File: src/rtl/c7bicu.sv
// Instruction-cache bus interface: turns one 8-byte IFU fetch into two 32-bit
// memory reads and returns the assembled block, with flush (drop) handling.
module c7bicu (
  input  logic        clk,
  input  logic        reset,
  input  logic        ifu_icu_req_ic1,
  input  logic [31:0] ifu_icu_addr_ic1,
  input  logic        ifu_icu_cancel,
  output logic        icu_ifu_ack_ic1,
  output logic        icu_ifu_data_valid_ic2,
  output logic [63:0] icu_ifu_data_ic2,
  output logic        icu_mem_req,
  output logic [31:0] icu_mem_addr,
  input  logic        mem_icu_ack,
  input  logic        mem_icu_rvalid,
  input  logic [31:0] mem_icu_rdata
);

  typedef enum logic [2:0] {
    IDLE    = 3'd0,
    LO_REQ  = 3'd1,
    LO_WAIT = 3'd2,
    HI_REQ  = 3'd3,
    HI_WAIT = 3'd4,
    RESP    = 3'd5
  } state_t;

  state_t      state_q, state_d;
  logic [28:0] blk_q, blk_d;
  logic [31:0] lo_q, lo_d;
  logic        drop_q, drop_d;
  logic        valid_q, valid_d;
  logic [63:0] data_q, data_d;
  logic [31:0] base_addr;
  logic [31:0] hi_addr;
  logic        unused_addr_lo;

  // The fetch is block-granular, so the byte offset within the block is dropped.
  assign unused_addr_lo = ^ifu_icu_addr_ic1[2:0];

  assign base_addr = {blk_q, 3'b000};
  assign hi_addr   = base_addr + 32'd4;

  assign icu_ifu_ack_ic1        = ifu_icu_req_ic1 & (state_q == IDLE);
  assign icu_mem_req            = (state_q == LO_REQ) | (state_q == HI_REQ);
  assign icu_ifu_data_valid_ic2 = valid_q;
  assign icu_ifu_data_ic2       = data_q;

  always_comb begin
    icu_mem_addr = 32'd0;
    if (state_q == LO_REQ) begin
      icu_mem_addr = base_addr;
    end else if (state_q == HI_REQ) begin
      icu_mem_addr = hi_addr;
    end
  end

  always_comb begin
    state_d = state_q;
    blk_d   = blk_q;
    lo_d    = lo_q;
    drop_d  = drop_q;
    valid_d = 1'b0;
    data_d  = data_q;

    if (state_q != IDLE && ifu_icu_cancel) begin
      drop_d = 1'b1;
    end

    case (state_q)
      IDLE: begin
        if (ifu_icu_req_ic1) begin
          blk_d   = ifu_icu_addr_ic1[31:3];
          state_d = LO_REQ;
        end
      end
      LO_REQ: begin
        if (mem_icu_ack) state_d = LO_WAIT;
      end
      LO_WAIT: begin
        if (mem_icu_rvalid) begin
          lo_d    = mem_icu_rdata;
          state_d = HI_REQ;
        end
      end
      HI_REQ: begin
        if (mem_icu_ack) state_d = HI_WAIT;
      end
      HI_WAIT: begin
        // A cancel arriving with the last beat also suppresses the response.
        if (mem_icu_rvalid) begin
          state_d = RESP;
          if (!(drop_q || ifu_icu_cancel)) begin
            valid_d = 1'b1;
            data_d  = {mem_icu_rdata, lo_q};
          end
        end
      end
      RESP: begin
        state_d = IDLE;
        drop_d  = 1'b0;
      end
      default: begin
        state_d = IDLE;
        drop_d  = 1'b0;
      end
    endcase
  end

  always_ff @(posedge clk) begin
    if (reset) begin
      state_q <= IDLE;
      blk_q   <= 29'd0;
      lo_q    <= 32'd0;
      drop_q  <= 1'b0;
      valid_q <= 1'b0;
      data_q  <= 64'd0;
    end else begin
      state_q <= state_d;
      blk_q   <= blk_d;
      lo_q    <= lo_d;
      drop_q  <= drop_d;
      valid_q <= valid_d;
      data_q  <= data_d;
    end
  end

endmodule

File: config.mk
export PLATFORM = sky130hd
export DESIGN_NAME = c7bicu
export DESIGN_NICKNAME = d
export VERILOG_FILES = /design/src/rtl/c7bicu.sv
export SDC_FILE = /design/constraint.sdc
export NUM_CORES = 1
export LEC_CHECK = 0
export CAP_MARGIN = 40
export CORE_UTILIZATION = 30
export DETAILED_ROUTE_END_ITERATION = 10
export GPL_ROUTABILITY_DRIVEN = 0
export GPL_TIMING_DRIVEN = 0
export PLACE_DENSITY = 0.66
export SYNTH_ARGS = -nofsm -noshare
export SYNTH_HDL_FRONTEND = slang
export SYNTH_SLANG_ARGS = --single-unit
File: constraint.sdc
create_clock -name clk -period 3.7 [get_ports clk]
set_input_delay 0.555 -clock clk [delete_from_list [all_inputs] [get_ports clk]]
set_output_delay 0.555 -clock clk [all_outputs]
set_load 0.02 [all_outputs]
==> results.tsv, run 1 <==
stage	metric	value	unit
synthesis	asr flop ratio synth	0	
synthesis	post-synthesis sequential area ratio	0.477	
power_and_ir_drop	Switching Fraction	0.237	
synthesis	Main synth FF type	dfxtp_1	
critical_path	Req. time, crit path	3.14	ns
layout	number of antenna repair diodes	0	
route	DRC	0	
clock_network	cts hold-fix bufs	0	
critical_path	CP max stage delay	0.64	ns
status	status	complete, no violations	
global_routing	first-pass GRT wire length	22500	µm
critical_path	CP Launch Type	input port	
critical_path	critical path capture point type	output port	
synthesis	Commonest cells post-synth	dfxtp_1, nand2b_1, nand2_1	
timing	max_slew headroom	0.614	
synthesis	count leader, synth	dfxtp_1	
floorplan	Rows	48	
timing	minimum clock period	3.03	ns
route	wire per inst	14.0	µm
global_routing	largest net degree at the start of global routing	17	
synthesis	Yosys top cell area share	0.477	
global_routing	All-Layer GR Usage	0.159	
critical_path	slowest library cell on the worst path	clkdlybuf4s50_1	
floorplan	die footprint	0.0187	mm²
clock_network	CTS Buffer Depth	2	
synthesis	simple-gate portion of the synthesized area	0.287	
job	maxcap violations	0	
power_and_ir_drop	PD cells	426	mW/mm²
clock_network	Sink Count	130	
synthesis	top post-synthesis cells by area	dfxtp_1, nand2b_1, mux2i_1	
floorplan	die width	137	µm
placed_design	Port Buffers	162	
critical_path	cell mode on critical path	clkdlybuf4s50_1	
power_and_ir_drop	peak supply drop	0.000323	V
route	total routed wirelength	14400	µm
layout	area grow syn2layout	45.4	%
critical_path	CP Cell Sequence	clkdlybuf4s50_1 -> or4b_1 -> inv_1 -> buf_2 -> clkdlybuf4s50_1	
clock_network	Clk Tree Root Cell	clkbuf_16	
layout	layout cells sized above 1	0.0536	
route	Final ANT Viol Nets	0	
clock_network	H-tree depth	4	
global_routing	grt ovf	0	
power_and_ir_drop	P_int	2.58	mW
power_and_ir_drop	cell leakage power	2.67	nW
synthesis	main combinational cell family by area after synthesis	simple AND/OR/NAND/NOR gates	
synthesis	Post-synth EDFFs	0	
global_routing	initial antenna violation count	0	
power_and_ir_drop	sequential power share	0.429	
clock_network	TritonCTS clock tree	built	
floorplan	Chip Height	137	µm
critical_path	WS Path Type	in -> out	
synthesis	Adder-Cell Fraction of Synth Area	0	
placed_design	DP HPWL	10200	µm
timing	RSZ-0062 raised after global routing	false	
synthesis	mux cell area share after synthesis	0.119	
timing	final hold viol count	0	
floorplan	area of the core	0.0175	mm²
placed_design	Placed Instances	995	
timing	Worst Skew	0.00973	ns
route	via count	4487	
critical_path	Worst Path Arrival	2.47	ns
synthesis	Synth Area in XOR/XNOR	0.00161	
critical_path	Bufs and invs on worst path	4	
power_and_ir_drop	Comb power frac	0.090	
synthesis	Synth Register Bits	130	
route	Detailed Routing Iterations Pass 1	4	
global_routing	vias in the first global route	4351	
timing	Final Cycle Share	0.818	
clock_network	CTS Buf Count	17	
synthesis	Ys Warns	0	
floorplan	top-level port count	169	
timing	Setup Total Neg Slack	0	ns
timing	Least-Margin Pin Slew	0.579	ns
timing	Slew Limit Fails	0	
layout	Layout Nets	859	
clock_network	post-CTS setup buffer count	0	
layout	Filler cells	1732	
clock_network	clock slew at reported path FFs	0.05	ns
synthesis	Synth Instances	607	
synthesis	Compound-Gate Fraction of Synth Area	0.0610	
synthesis	Distinct cells, synth	25	
hold_path	HP Class	reg -> reg	
timing	# setup viols final	0	
power_and_ir_drop	Power Total	3.38	mW
critical_path	CP delay by family, top	buffers and inverters	
timing	FMAX	330	MHz
clock_network	Worst-Skew Late Latency	0.42	ns
critical_path	Crit Path Max Fanout	10	
route	via density per instance	4.37	
route	Iter 0 DRT Violations	157	
synthesis	Syn Area/Cell	8.99	µm²
layout	non-filler instance count after layout	1027	
power_and_ir_drop	clock network power share	0.481	
clock_network	post_cts resized	0	
floorplan	effective utilization at floorplan	0.311	
power_and_ir_drop	NetSw	0.802	mW
synthesis	Post-Syn Area	0.00546	mm²
synthesis	area leader, netlist	dfxtp_1	
-- sequential cells by signal (all words and copies together) (netlist names) --
signal and flops:
icu_ifu_data_valid_ic2 1, blk_q 29, lo_q 32, drop_q 1, icu_ifu_data_ic2 64, state_q 3
-- layout make-up --
class | count | area [µm²] | area share
Clock inverter | 8 | 77.6 | 0.00978
Multi-Input combinational cell | 428 | 2560 | 0.323
Tap cell | 225 | 282 | 0.0355
Clock buffer | 24 | 492 | 0.0620
Timing Repair Buffer | 162 | 1620 | 0.204
Sequential cell | 130 | 2600 | 0.328
Inverter | 2 | 7.51 | 0.000947
Buffer | 48 | 285 | 0.0360
-- power groups by stage --
stage	logic [mW]	registers, mW	clock network (mW)
6_report	0.304	1.45	1.63
3_3_place_gp	0.308	1.48	0
5_1_grt	0.337	1.46	1.73
4_1_cts	0.310	1.45	1.68
3_5_place_dp	0.308	1.48	0
2_1_floorplan	0.159	1.48	0
-- cell families (layout without fill, tap and decap cells) --
family | count (synthesis) | after routing
multiplexers | 65 | 65
AND/OR/NAND/NOR | 294 | 294
flip-flops | 130 | 130
other | 1 | 2
AO/OA/AOI/OAI | 66 | 66
buffers and inverters | 50 | 244
XOR/XNOR | 1 | 1
-- placed cells by master, fill, tap and decap left out --
master,n
conb_1,2
xor2_1,1
nor4b_4,1
buf_1,3
nor4bb_1,2
nand4bb_1,1
clkbuf_16,17
clkbuf_1,35
buf_12,5
clkinvlp_4,5
nand2_1,123
nand2b_1,128
or3_1,2
buf_4,3
dfxtp_1,130
clkbuf_8,4
clkinv_2,2
nor2b_1,2
buf_2,4
or3b_1,1
nor3_1,2
bufinv_16,1
mux2i_1,65
clkdlybuf4s50_1,162
or4b_1,1
nand3_1,1
o21a_1,1
a21oi_1,65
inv_1,2
and2_1,30
buf_6,1
-- worst min-delay path, delay by kind of cell, from the launching register on --
family           cells  cell delay [ns]
AND/OR/NAND/NOR      1             0.05
AO/OA/AOI/OAI        1             0.05
flip-flops           1             0.30
-- path summary, 6_finish.rpt --
| check | startpoint | end | slack [ns] | depth (start not counted) |
|---|---|---|---|---|
| worst max-delay path | ifu_icu_req_ic1 | icu_ifu_ack_ic1 | 0.67 | 5 |
| worst min-delay path | blk_q[1] | blk_q[1] | 0.45 | 2 |
| worst max register to register | state_q[1] | blk_q[28] | 1.76 | 6 |
| worst min register to register | blk_q[1] | blk_q[1] | 0.45 | 2 |
-- layer usage --
layer	global-route usage	up-vias	routed length (µm)
li1	-	2315	-
met1	0.197	2036	6650
met2	0.250	122	6390
met3	0.0707	14	1170
met4	0.0440	0	144
met5	0	-	0
-- stage by stage --
| step | setup WS, ns | cell area, µm² | util | hold slack [ns] |
|---|---|---|---|---|
| global placement | 0.667 | 7360 | 0.420 | 0.437 |
| finish | 0.673 | 7930 | 0.452 | 0.447 |
| global route | 0.508 | 7930 | 0.452 | 0.463 |
| CTS | 0.630 | 7930 | 0.452 | 0.450 |
| floorplan | 1.79 | 5460 | - | 0.432 |
| detailed placement | 0.677 | 7360 | 0.420 | 0.442 |
(Power assumes the default switching activity.)
==> run 2, diff against run 1 <==
--- a/config.mk
+++ b/config.mk
@@ -10,7 +10,7 @@
 export DETAILED_ROUTE_END_ITERATION = 10
 export GPL_ROUTABILITY_DRIVEN = 0
 export GPL_TIMING_DRIVEN = 0
-export PLACE_DENSITY = 0.66
+export PLACE_DENSITY = 0.68
 export SYNTH_ARGS = -nofsm -noshare
 export SYNTH_HDL_FRONTEND = slang
 export SYNTH_SLANG_ARGS = --single-unit
==> constraint.sdc (replaced) <==
create_clock -name clk -period 2.5 [get_ports clk]
set_input_delay 0.375 -clock clk [delete_from_list [all_inputs] [get_ports clk]]
set_output_delay 0.375 -clock clk [all_outputs]
set_load 0.02 [all_outputs]
==> results.tsv, run 2 (synthesis gave the netlist of run 1 again) <==
stage	metric	value	unit
placed_design	DP HPWL	10200	µm
timing	# setup viols final	0	
timing	max_slew headroom	0.636	
route	Final ANT Viol Nets	0	
hold_path	HP Class	reg -> reg	
critical_path	RR Startpoint	state_q[2]	
route	Detailed Routing Iterations Pass 1	5	
layout	number of antenna repair diodes	0	
job	maxcap violations	0	
global_routing	first-pass GRT wire length	23100	µm
global_routing	grt ovf	0	
route	M1 WL	6680	µm
clock_network	H-tree depth	4	
critical_path	WS Path Type	reg -> out	
timing	Worst Skew	0.00659	ns
critical_path	reg-to-reg endpoint	icu_ifu_data_ic2[37]	
floorplan	effective utilization at floorplan	0.311	
layout	max FFs per register	64	
route	wire per inst	14.0	µm
critical_path	CP max stage delay	0.57	ns
timing	Final Cycle Share	0.960	
route	total routed wirelength	14400	µm
critical_path	Setup crit start	state_q[1]	
timing	final hold viol count	0	
timing	minimum clock period	2.40	ns
status	status	complete, no violations	
clock_network	post-CTS setup buffer count	0	
critical_path	Req. time, crit path	2.12	ns
critical_path	Worst Path Arrival	2.03	ns
global_routing	initial antenna violation count	0	
clock_network	CTS Buf Count	17	
power_and_ir_drop	Power Total	5.05	mW
layout	fin area	0.00803	mm²
clock_network	Worst-Skew Late Latency	0.42	ns
clock_network	CTS Buffer Depth	2	
floorplan	Chip Height	137	µm
placed_design	Port Buffers	162	
layout	area grow syn2layout	47.1	%
layout	commonest non-fill, non-tap cell in the layout	clkdlybuf4s50_1	
layout	Filler cells	1745	
critical_path	FF-to-FF setup slack	0.50	ns
layout	FF/Latch Area	0.00260	mm²
critical_path	CP Launch Type	flop	
layout	area of the multi-input gates	0.00257	mm²
power_and_ir_drop	PD cells	629	mW/mm²
route	WL met2	6420	µm
floorplan	Rows	48	
power_and_ir_drop	cell leakage power	3.15	nW
clock_network	cts hold-fix bufs	0	
route	via density per instance	4.35	
clock_network	TritonCTS clock tree	built	
critical_path	slowest library cell on the worst path	or4b_1	
floorplan	die width	137	µm
critical_path	crit path capture	icu_ifu_ack_ic1	
global_routing	vias in the first global route	4491	
route	DRC	0	
floorplan	area of the core	0.0175	mm²
route	Highest Signal Layer	met4	
layout	most frequent cells in the layout	clkdlybuf4s50_1, dfxtp_1, nand2b_1	
critical_path	critical path capture point type	output port	
layout	layout cells sized above 1	0.0624	
floorplan	top-level port count	169	
route	via count	4460	
clock_network	Sink Count	130	
route	Iter 0 DRT Violations	148	
clock_network	Clk Tree Root Cell	clkbuf_16	
timing	FMAX	417	MHz
critical_path	Reg2Reg Depth	5	
global_routing	largest net degree at the start of global routing	17	
timing	Hold Slack	0.448	ns
critical_path	CP Cell Sequence	buf_2 -> or4b_1 -> inv_2 -> buf_4 -> clkdlybuf4s15_2	
global_routing	All-Layer GR Usage	0.164	
power_and_ir_drop	peak supply drop	0.000482	V
placed_design	placed inst area	0.00736	mm²
floorplan	die footprint	0.0187	mm²
timing	Least-Margin Pin Slew	0.545	ns
timing	Slew Limit Fails	0	
timing	RSZ-0062 raised after global routing	false	
layout	Layout Nets	859	
route	DR WL met3	1050	µm
critical_path	Crit Path Max Fanout	10	
clock_network	clock slew at reported path FFs	0.06	ns
==> run 2: cell types whose count changed in the layout (fill, tap and decap cells not counted), moves of 2 or more <==
cell	before	now
clkdlybuf4s50_1	162	136
dlymetal6s2s_1	0	25
clkinvlp_4	5	3
clkbuf_4	0	2
clkbuf_1	35	31
==> run 2: metrics by stage <==
step	utilization	setup WS, ns	setup TNS, ns	std cells
3_3_place_gp	0.420	-0.210	-0.210	995
4_1_cts	0.454	0.0476	0	1026
5_1_grt	0.458	0.00175	0	1026
6_report	0.458	0.0999	0	1026
2_1_floorplan	-	0.771	0	608
3_5_place_dp	0.420	-0.204	-0.204	995
==> run 2: critical path, delay by kind of cell (launching register included) <==
family	cells	cell delay (ns)
AND/OR/NAND/NOR	1	0.57
flip-flops	1	0.30
buffers and inverters	4	0.72
==> run 2: cell type report <==
type	count	share of cell area
flip-flops and latches	130	0.324
plain buffers	48	0.0369
multi-input cells	428	0.320
inverters	2	0.000935
well taps	225	0.0351
clock inverters	9	0.0133
clock buffers	22	0.0591
repair buffers	162	0.210
==> run 2: worst min path at each step <==
stage / from / endpoint / slack, ns / cells past startpoint
6_report: blk_q[13] / blk_q[13] / 0.45 / 2
5_1_grt: blk_q[20] / blk_q[20] / 0.46 / 2
4_1_cts: blk_q[20] / blk_q[20] / 0.45 / 2
3_5_place_dp: blk_q[20] / blk_q[20] / 0.44 / 2
3_3_place_gp: blk_q[14] / blk_q[14] / 0.44 / 2
2_1_floorplan: blk_q[0] / blk_q[0] / 0.43 / 2
==> run 2: what timing repair did <==
action / in CTS / in global routing
endpoints found under the setup margin: 31 / 30
gates cloned: 0 / 0
gates resized for setup: 10 / 31
==> run 2: where the power goes <==
part           internal [mW]  switching [mW]  total (mW)
Combinational          0.228           0.224       0.452
Clock                   1.54           0.907        2.44
Sequential              2.13          0.0259        2.15
Total                   3.89            1.16        5.05
==> run 2: routing by layer <==
layer,GRT usage,up-vias
li1,-,2310
met1,0.207,2005
met2,0.258,129
met3,0.0585,16
met4,0.0556,0
met5,0,-
==> run 3, diff against run 2 <==
--- a/config.mk
+++ b/config.mk
@@ -5,12 +5,14 @@
 export SDC_FILE = /design/constraint.sdc
 export NUM_CORES = 1
 export LEC_CHECK = 0
-export CAP_MARGIN = 40
+export CAP_MARGIN = 10
+export CORE_MARGIN = 2
 export CORE_UTILIZATION = 30
 export DETAILED_ROUTE_END_ITERATION = 10
+export DONT_BUFFER_PORTS = 1
 export GPL_ROUTABILITY_DRIVEN = 0
 export GPL_TIMING_DRIVEN = 0
-export PLACE_DENSITY = 0.68
+export PLACE_DENSITY = 0.55
 export SYNTH_ARGS = -nofsm -noshare
 export SYNTH_HDL_FRONTEND = slang
 export SYNTH_SLANG_ARGS = --single-unit
==> results.tsv, run 3 (synthesis gave the netlist of run 1 again) <==
stage	metric	value	unit
status	status	complete, no violations	
floorplan	die footprint	0.0193	mm²
global_routing	All-Layer GR Usage	0.144	
critical_path	slowest library cell on the worst path	dfxtp_1	
clock_network	Clk Tree Root Cell	clkbuf_16	
placed_design	dpl ws	0.412	ns
timing	worst setup margin	0.236	ns
layout	commonest non-fill, non-tap cell in the layout	dfxtp_1	
placed_design	DP HPWL	10500	µm
power_and_ir_drop	cell leakage power	2.10	nW
layout	Layout Nets	697	
layout	most frequent cells in the layout	dfxtp_1, nand2b_1, nand2_1	
critical_path	crit path capture	icu_mem_addr[4]	
clock_network	H-tree depth	4	
timing	Slew Limit Fails	0	
route	via density per instance	4.55	
timing	Worst Skew	0.00539	ns
hold_path	hold depth	2	
clock_network	Worst-Skew Late Latency	0.40	ns
critical_path	CP Cell Sequence	nor2b_2 -> clkbuf_1 -> and2_1	
hold_path	HP Class	in -> reg	
global_routing	grt ovf	0	
timing	final hold viol count	0	
timing	Final Cycle Share	0.906	
clock_network	CTS Buffer Depth	2	
critical_path	CP max stage delay	0.49	ns
clock_network	TritonCTS clock tree	built	
layout	number of antenna repair diodes	0	
floorplan	die width	139	µm
timing	RSZ-0062 raised after global routing	false	
layout	max FFs per register	64	
critical_path	RR Startpoint	state_q[2]	
critical_path	CP delay by family, top	simple AND/OR/NAND/NOR gates	
clock_network	post-CTS setup buffer count	0	
clock_network	clock slew at reported path FFs	0.06	ns
critical_path	Setup crit start	state_q[0]	
route	via count	3953	
layout	layout cells sized above 1	0.0734	
critical_path	Worst Path Arrival	1.89	ns
critical_path	Crit Path Max Fanout	10	
power_and_ir_drop	PD cells	763	mW/mm²
timing	Setup Total Neg Slack	0	ns
clock_network	Sink Count	130	
floorplan	area of the core	0.0179	mm²
route	total routed wirelength	13700	µm
clock_network	post_cts resized	0	
route	wire per inst	15.8	µm
critical_path	WS Path Type	reg -> out	
route	Iter 0 DRT Violations	68	
route	Detailed Routing Iterations Pass 1	4	
critical_path	critical path capture point type	output port	
global_routing	initial antenna violation count	0	
critical_path	reg-to-reg endpoint	icu_ifu_data_ic2[44]	
critical_path	Reg2Reg Depth	5	
route	DRC	0	
critical_path	Levels on crit path	3	
floorplan	effective utilization at floorplan	0.305	
clock_network	cts hold-fix bufs	0	
floorplan	top-level port count	169	
critical_path	FF-to-FF setup slack	0.53	ns
timing	# setup viols final	0	
critical_path	Req. time, crit path	2.12	ns
global_routing	first-pass GRT wire length	22100	µm
global_routing	vias in the first global route	4153	
placed_design	Port Buffers	0	
timing	FMAX	442	MHz
job	maxcap violations	0	
layout	area grow syn2layout	15.9	%
timing	minimum clock period	2.26	ns
floorplan	Chip Height	139	µm
global_routing	largest net degree at the start of global routing	17	
floorplan	Rows	49	
power_and_ir_drop	peak supply drop	0.000461	V
route	Final ANT Viol Nets	0	
critical_path	Bufs and invs on worst path	1	
critical_path	CP Launch Type	flop	
timing	Least-Margin Pin Slew	0.602	ns
clock_network	CTS Buf Count	17	
timing	max_slew headroom	0.598	
==> run 3: where the power goes <==
| part | internal (mW) | switching (mW) | total [mW] |
|---|---|---|---|
| sequential | 2.13 | 0.0305 | 2.16 |
| combinational | 0.109 | 0.188 | 0.297 |
| clock | 1.45 | 0.921 | 2.37 |
| total | 3.69 | 1.14 | 4.83 |
==> run 3: worst min path at each step <==
stage | from | slack (ns) | endpoint
floorplan | blk_q[0] | 0.43 | blk_q[0]
global placement | blk_q[18] | 0.44 | blk_q[18]
detailed placement | blk_q[3] | 0.44 | blk_q[3]
CTS | ifu_icu_addr_ic1[11] | 0.08 | blk_q[8]
global route | mem_icu_rdata[1] | 0.08 | lo_q[1]
finish | ifu_icu_addr_ic1[8] | 0.10 | blk_q[5]
==> run 3: metrics by stage <==
stage / cells / hold slack (ns) / power (mW) / cell area (µm²) / util
2_1_floorplan: 608 / 0.432 / 2.43 / 5460 / -
3_3_place_gp: 837 / 0.440 / 2.49 / 5750 / 0.321
3_5_place_dp: 837 / 0.444 / 2.50 / 5750 / 0.321
4_1_cts: 869 / 0.0825 / 4.91 / 6320 / 0.353
5_1_grt: 869 / 0.0755 / 5.04 / 6320 / 0.353
6_report: 869 / 0.100 / 4.83 / 6320 / 0.353
==> run 3: area by class of cell <==
class                           instances  area, µm²
Buffer                                 48        287
Fill cell                            1831      11600
Inverter                                2       7.51
Multi-Input combinational cell        428       2570
Tap cell                              229        287
Sequential cell                       130       2600
Clock inverter                         11        103
Clock buffer                           21        470
==> run 3: layer usage <==
| metal | vias up | GRT usage | routed length (µm) |
|---|---|---|---|
| met1 | 1811 | 0.156 | 5570 |
| met5 | - | 0 | 0 |
| met3 | 13 | 0.0846 | 1580 |
| met2 | 143 | 0.239 | 6350 |
| li1 | 1986 | - | - |
| met4 | 0 | 0.0409 | 209 |
